File: src/rtl/rs_uart_pkg.sv
// -----------------------------------------------------------------------------
// rs_uart_pkg
// Shared types and constants for the rs_uart transmitter.
// Revision: 1.0
// -----------------------------------------------------------------------------
`default_nettype none

package rs_uart_pkg;

   // Transmitter frame phases
   typedef enum logic [2:0] {
      ST_IDLE   = 3'd0,
      ST_START  = 3'd1,
      ST_DATA   = 3'd2,
      ST_PARITY = 3'd3,
      ST_STOP   = 3'd4
   } tx_state_t;

   // Parity modes
   localparam int unsigned PAR_NONE = 0;
   localparam int unsigned PAR_EVEN = 1;
   localparam int unsigned PAR_ODD  = 2;

   // 50 MHz clock, 115200 baud
   localparam int unsigned DEFAULT_BAUD_DIV = 434;

   // Parity bit transmitted after the data byte for the given mode
   function automatic logic parity_bit(input logic [7:0] data, input int unsigned mode);
      return (mode == PAR_ODD) ? ~^data : ^data;
   endfunction

endpackage

`default_nettype wire

File: src/rtl/rs_baud_tick.sv
// -----------------------------------------------------------------------------
// rs_baud_tick
// Bit-period timer: counts 0..BAUD_DIV-1 while enabled and flags the last
// cycle of each bit period. A clear restarts the period from zero so that the
// first bit of a frame is always full length.
// Revision: 1.0
// -----------------------------------------------------------------------------
`default_nettype none

module rs_baud_tick
   import rs_uart_pkg::*;
#(
   parameter int unsigned BAUD_DIV = DEFAULT_BAUD_DIV
) (
   input  logic clk,
   input  logic reset,
   input  logic clear,
   input  logic enable,
   output logic bit_tick
);

   // BAUD_DIV <= 65535, so the terminal count always fits in 16 bits
   localparam logic [15:0] LAST_COUNT = 16'(BAUD_DIV - 1);

   logic [15:0] count;

   assign bit_tick = enable && (count == LAST_COUNT);

   // Free-running bit-period counter, wrapping after the terminal count
   always_ff @(posedge clk) begin
      if (reset || clear) begin
         count <= '0;
      end else if (enable) begin
         count <= (count == LAST_COUNT) ? 16'd0 : count + 16'd1;
      end
   end

endmodule

`default_nettype wire

File: src/rtl/rs_uart_tx.sv
// -----------------------------------------------------------------------------
// rs_uart_tx
// UART transmitter: start bit, 8 data bits LSB-first, optional parity,
// STOP_BITS stop bits. Busy is reported on rs_tx_status one cycle after the
// accepting edge; txd and rs_tx_status are both registered.
// Revision: 1.0
// -----------------------------------------------------------------------------
`default_nettype none

module rs_uart_tx
   import rs_uart_pkg::*;
#(
   parameter int unsigned BAUD_DIV  = DEFAULT_BAUD_DIV,
   parameter int unsigned PARITY    = PAR_NONE,
   parameter int unsigned STOP_BITS = 1
) (
   input  logic       clk,
   input  logic       reset,
   input  logic       rs_tx_start,
   input  logic [7:0] rs_tx_data,
   output logic       rs_tx_status,
   output logic       txd
);

   localparam logic STOP_LAST = 1'(STOP_BITS - 1);

   tx_state_t  state;
   logic [7:0] shreg;
   logic [2:0] bit_idx;
   logic       stop_cnt;
   logic       par_bit;
   logic       accept;
   logic       bit_tick;

   assign accept = (state == ST_IDLE) && rs_tx_start;

   rs_baud_tick #(
      .BAUD_DIV (BAUD_DIV)
   ) u_baud_tick (
      .clk      (clk),
      .reset    (reset),
      .clear    (accept),
      .enable   (rs_tx_status),
      .bit_tick (bit_tick)
   );

   // Frame sequencer; txd changes only here, on bit boundaries or reset
   always_ff @(posedge clk) begin
      if (reset) begin
         state        <= ST_IDLE;
         shreg        <= '0;
         bit_idx      <= '0;
         stop_cnt     <= 1'b0;
         par_bit      <= 1'b0;
         txd          <= 1'b1;
         rs_tx_status <= 1'b0;
      end else begin
         case (state)
            ST_IDLE: begin
               if (rs_tx_start) begin
                  shreg        <= rs_tx_data;
                  par_bit      <= parity_bit(rs_tx_data, PARITY);
                  bit_idx      <= '0;
                  stop_cnt     <= 1'b0;
                  txd          <= 1'b0;
                  rs_tx_status <= 1'b1;
                  state        <= ST_START;
               end
            end
            ST_START: begin
               if (bit_tick) begin
                  txd     <= shreg[0];
                  shreg   <= shreg >> 1;
                  bit_idx <= '0;
                  state   <= ST_DATA;
               end
            end
            ST_DATA: begin
               if (bit_tick) begin
                  if (bit_idx == 3'd7) begin
                     if (PARITY != PAR_NONE) begin
                        txd   <= par_bit;
                        state <= ST_PARITY;
                     end else begin
                        txd      <= 1'b1;
                        stop_cnt <= 1'b0;
                        state    <= ST_STOP;
                     end
                  end else begin
                     txd     <= shreg[0];
                     shreg   <= shreg >> 1;
                     bit_idx <= bit_idx + 3'd1;
                  end
               end
            end
            ST_PARITY: begin
               if (bit_tick) begin
                  txd      <= 1'b1;
                  stop_cnt <= 1'b0;
                  state    <= ST_STOP;
               end
            end
            ST_STOP: begin
               if (bit_tick) begin
                  if (stop_cnt == STOP_LAST) begin
                     rs_tx_status <= 1'b0;
                     state        <= ST_IDLE;
                  end else begin
                     stop_cnt <= stop_cnt + 1'b1;
                  end
               end
            end
            default: begin
               txd          <= 1'b1;
               rs_tx_status <= 1'b0;
               state        <= ST_IDLE;
            end
         endcase
      end
   end

endmodule

`default_nettype wire
File: config.mk
export PLATFORM = sky130hd
export DESIGN_NAME = rs_uart_tx
export DESIGN_NICKNAME = d
export VERILOG_FILES = /design/src/rtl/rs_uart_pkg.sv /design/src/rtl/rs_baud_tick.sv /design/src/rtl/rs_uart_tx.sv
export SDC_FILE = /design/constraint.sdc
export NUM_CORES = 1
export LEC_CHECK = 0
export ABC_AREA = 1
export ABC_CLOCK_PERIOD_IN_PS = 1450
export BUFFER_PORTS_ARGS = -buffer_cell sky130_fd_sc_hd__buf_2
export CORE_MARGIN = 2
export CORE_UTILIZATION = 30
export CTS_BUF_LIST = sky130_fd_sc_hd__clkbuf_2 sky130_fd_sc_hd__clkbuf_4 sky130_fd_sc_hd__clkbuf_8
export DETAILED_ROUTE_END_ITERATION = 8
export PLACE_DENSITY = 0.54
export SLEW_MARGIN = 30
export SYNTH_ARGS = -nofsm -noshare
export SYNTH_HDL_FRONTEND = slang
export SYNTH_SLANG_ARGS = --single-unit
export TNS_END_PERCENT = 5
File: constraint.sdc
create_clock -name clk -period 1.45 [get_ports clk]
set_input_delay 0.29 -clock clk [delete_from_list [all_inputs] [get_ports clk]]
set_output_delay 0.29 -clock clk [all_outputs]
set_load 0.01 [all_outputs]
==> run_results.csv <==
group,metric,value,unit
synthesis,ys_seq_area_frac,0.356,
synthesis,synth_seq_cells,32,
run,maxCapViolations,0,
cts,numClockSinks,32,
cts,root_buffer,"clkbuf_8",
floorplan,fp-row-count,28,
critical_path,worstPathMaxFanout,5,
finish,num-nets-final,335,
synthesis,syn_nets,287,
synthesis,synthCells,272,
floorplan,io_pins,13,
hold_path,min_from,"rs_tx_data[7]",
cts,cts.path.max_buffers,2,
power,peakVddDrop,1220,µV
route,wl_per_cell,10.8,µm
timing,slew_headroom,0.717,
outcome,outcome,"finished, violations left",
floorplan,die_h,81.4,µm
cts,cts_hold_buf,0,
floorplan,die_area,6630,µm²
critical_path,critPathKind,"reg2reg",
synthesis,synth_top_area_share,0.356,
finish,diodes,0,
power,intPower,2.30,mW
synthesis,synth.distinct_cells,30,
floorplan,start_util,0.307,
power,power_density,1720,nW/µm²
hold_path,hold_path.class,"in2reg",
power,pwr-share-clk,0.179,
hold_path,worstHoldPathCells,3,
finish,fillCellCount,593,
timing,hold_viol,0,
floorplan,die_w,81.4,µm
timing,whs,0.242,ns
power,p_leak,1.03,nW
critical_path,crit_arrival,1.73,ns
timing,tns,-0.232,ns
route,num_vias,1816,
timing,rsz0062_at_grt,"true",
critical_path,worstPathRequired,1.68,ns
place,dp_hpwl,3080,µm
global_routing,antenna_found_initial,0,
timing,post-route-period-util,1.03,
global_routing,grt_start_max_net_pins,16,
cts,clk_pin_slew,0.07,ns
global_routing,track_usage,0.147,
route,firstDrtPassIters,6,
outcome,violations,"negative setup slack",
timing,skew,0.00655,ns
finish,utilization,0.411,
critical_path,cp-end-kind,"register",
cts,cts_buffers,5,
power,combPwrFrac,0.538,
cts,htreeDepth,2,
finish,regArea,647,µm²
route,antenna_left,0,
global_routing,grt_pass1_wl,7420,µm
timing,finalMaxSlewViolations,0,
critical_path,ff2ff_setup_slack,-0.04,ns
timing,max_freq,0.670,GHz
cts,clock_latency,0.29,ns
route,drc_errors,0,
power,switching_share,0.445,
global_routing,grt_pass1_vias,1658,
finish,layout-drive-gt1-share,0.315,
critical_path,r2r_start,"u_baud_tick.count[1]",
route,first_iter_violations,73,
cts,cts_tree,"done",
finish,multi_input_area,1140,µm²
power,p_sw,1.85,mW
synthesis,yosys.area.top_type,"dfxtp_1",
timing,period_needed,1.49,ns
floorplan,core_area,5850,µm²
power,seq_power_share,0.283,
route,vias_per_cell,4.59,
global_routing,gr-total-overflow,0,
critical_path,startpoint_type,"register",
route,routed_wl,4260,µm
place,io_buffers,12,
place,place.gp.congestion,0.795,
finish,area_delta_synth_final,33.9,%
timing,max_slew.worst_pin.slew,0.423,ns
hold_path,hold_end,"shreg[7]",
synthesis,synth_area_leaders,"dfxtp_1 36%, nand2_1 14%, nor2_1 8.6%, a21oi_1 5.8%, inv_1 5.2%",
timing,fin_ws,-0.0422,ns
critical_path,rr_worst_depth,13,
synthesis,yosys_warnings,0,
place,dp_worst_setup_slack,-0.160,ns
critical_path,regToRegEndpoint,"bit_idx[0]",
synthesis,syn_area_per_cell,6.61,µm²
synthesis,synth_area,1800,µm²
power,p_total,4.14,mW
timing,setup_viol,12,
[cells in the final DEF (no fill, tap or decap), types with 2 or more instances in the layout]
cell	Yosys	final
a21oi_1	21	19
a21oi_2	2	3
buf_2	0	12
buf_4	2	28
buf_6	1	3
clkbuf_8	0	6
clkinv_2	1	3
dfxtp_1	32	29
dfxtp_2	0	2
ha_1	4	3
inv_1	25	23
inv_2	6	6
inv_4	0	2
nand2_1	67	61
nand2_2	3	9
nand3_1	18	15
nand3_2	1	4
nand3_4	1	3
nand4_1	5	5
nor2_1	41	38
nor2_2	6	6
nor2_4	2	5
nor3_1	7	7
nor3b_1	3	3
o21ai_0	13	11
o21ai_1	1	2
[power by group through the flow]
stage / Sequential, mW / Clock (mW) / Combinational [mW]
final: 1.17 / 0.741 / 2.23
after global routing: 1.19 / 0.801 / 2.56
after CTS: 1.17 / 0.765 / 2.03
after detailed placement: 1.19 / 0 / 1.84
after global placement: 1.18 / 0 / 1.82
after floorplan: 1.18 / 0 / 1.45
[metrics by stage]
step                instances  cell area [µm²]
floorplan                 272             1800
global placement          382             2130
detailed placement        382             2130
CTS                       395             2330
global route              396             2410
finish                    396             2410
[registers in the layout (all words and copies together), names as in the netlist]
signal	cells
u_baud_tick.count	16
txd	1
rs_tx_status	1
bit_idx	3
shreg	8
state	3
[metal layers]
layer | wire length, µm | global-route usage | vias up
met3 | 102 | 0.0363 | 6
met4 | 96 | 0.0661 | 0
met2 | 1960 | 0.232 | 14
li1 | - | - | 979
met1 | 2100 | 0.190 | 817
met5 | 0 | 0 | -
[area by class of cell]
class | count | share of cell area
Clock buffer | 6 | 0.0343
Clock inverter | 2 | 0.00416
Inverter | 32 | 0.0525
Multi-Input combinational cell | 206 | 0.475
Sequential cell | 32 | 0.269
Tap cell | 75 | 0.0390
Timing Repair Buffer | 43 | 0.126
[cells by family after synthesis]
logic type / count (synthesis) / synth area share
adders and majority gates: 4 / 0.0278
DFF: 32 / 0.356
buffers and inverters: 36 / 0.0842
AOI/OAI and AO/OA: 41 / 0.123
and+or+nand+nor: 158 / 0.404
xor gates and xnor gates: 1 / 0.00487
[how the worst max path moves through the flow]
stage | to | depth (start not counted) | start
final | bit_idx[0] | 13 | u_baud_tick.count[1]
after global routing | state[0] | 13 | u_baud_tick.count[1]
after CTS | bit_idx[0] | 13 | u_baud_tick.count[1]
after detailed placement | shreg[5] | 12 | u_baud_tick.count[1]
after global placement | bit_idx[2] | 11 | u_baud_tick.count[1]
after floorplan | shreg[7] | 12 | u_baud_tick.count[1]
[timing repair]
| action | in CTS | in global routing |
|---|---|---|
| gates cloned | 1 | 1 |
| gates resized for setup | 19 | 19 |
| endpoints found under the setup margin | 26 | 27 |
| buffers inserted | 5 | 0 |
| pin swaps | 12 | 13 |
[worst max-delay path: stages, from the launching register on]
cell     delay (ns)
dfxtp_2        0.34
inv_2          0.07
ha_4           0.12
inv_2          0.04
nor2_4         0.08
nand2_2        0.07
nor2_4         0.13
nand2_4        0.11
nand2_8        0.10
buf_6          0.11
nand3_2        0.05
nand2_1        0.08
nand2_1        0.05
nor2_1         0.08
[cells in the mapped netlist]
cell type,number
inv_1,25
buf_4,2
nand3_2,1
a21o_1,1
dfxtp_1,32
a21oi_1,21
o21ai_0,13
xor2_1,1
o211ai_1,1
o21ai_1,1
inv_2,6
nand2_2,3
nand3_4,1
or2_2,2
nor3_1,7
a31oi_1,1
buf_6,1
ha_1,4
nor2_1,41
clkbuf_1,1
nand2_1,67
nand4_1,5
nor2_2,6
nand3_1,18
nor3b_1,3
nor2_4,2
clkinv_2,1
nand2_4,2
o21a_1,1
a21oi_2,2
No activity file was read; power rests on OpenSTA's default activity.
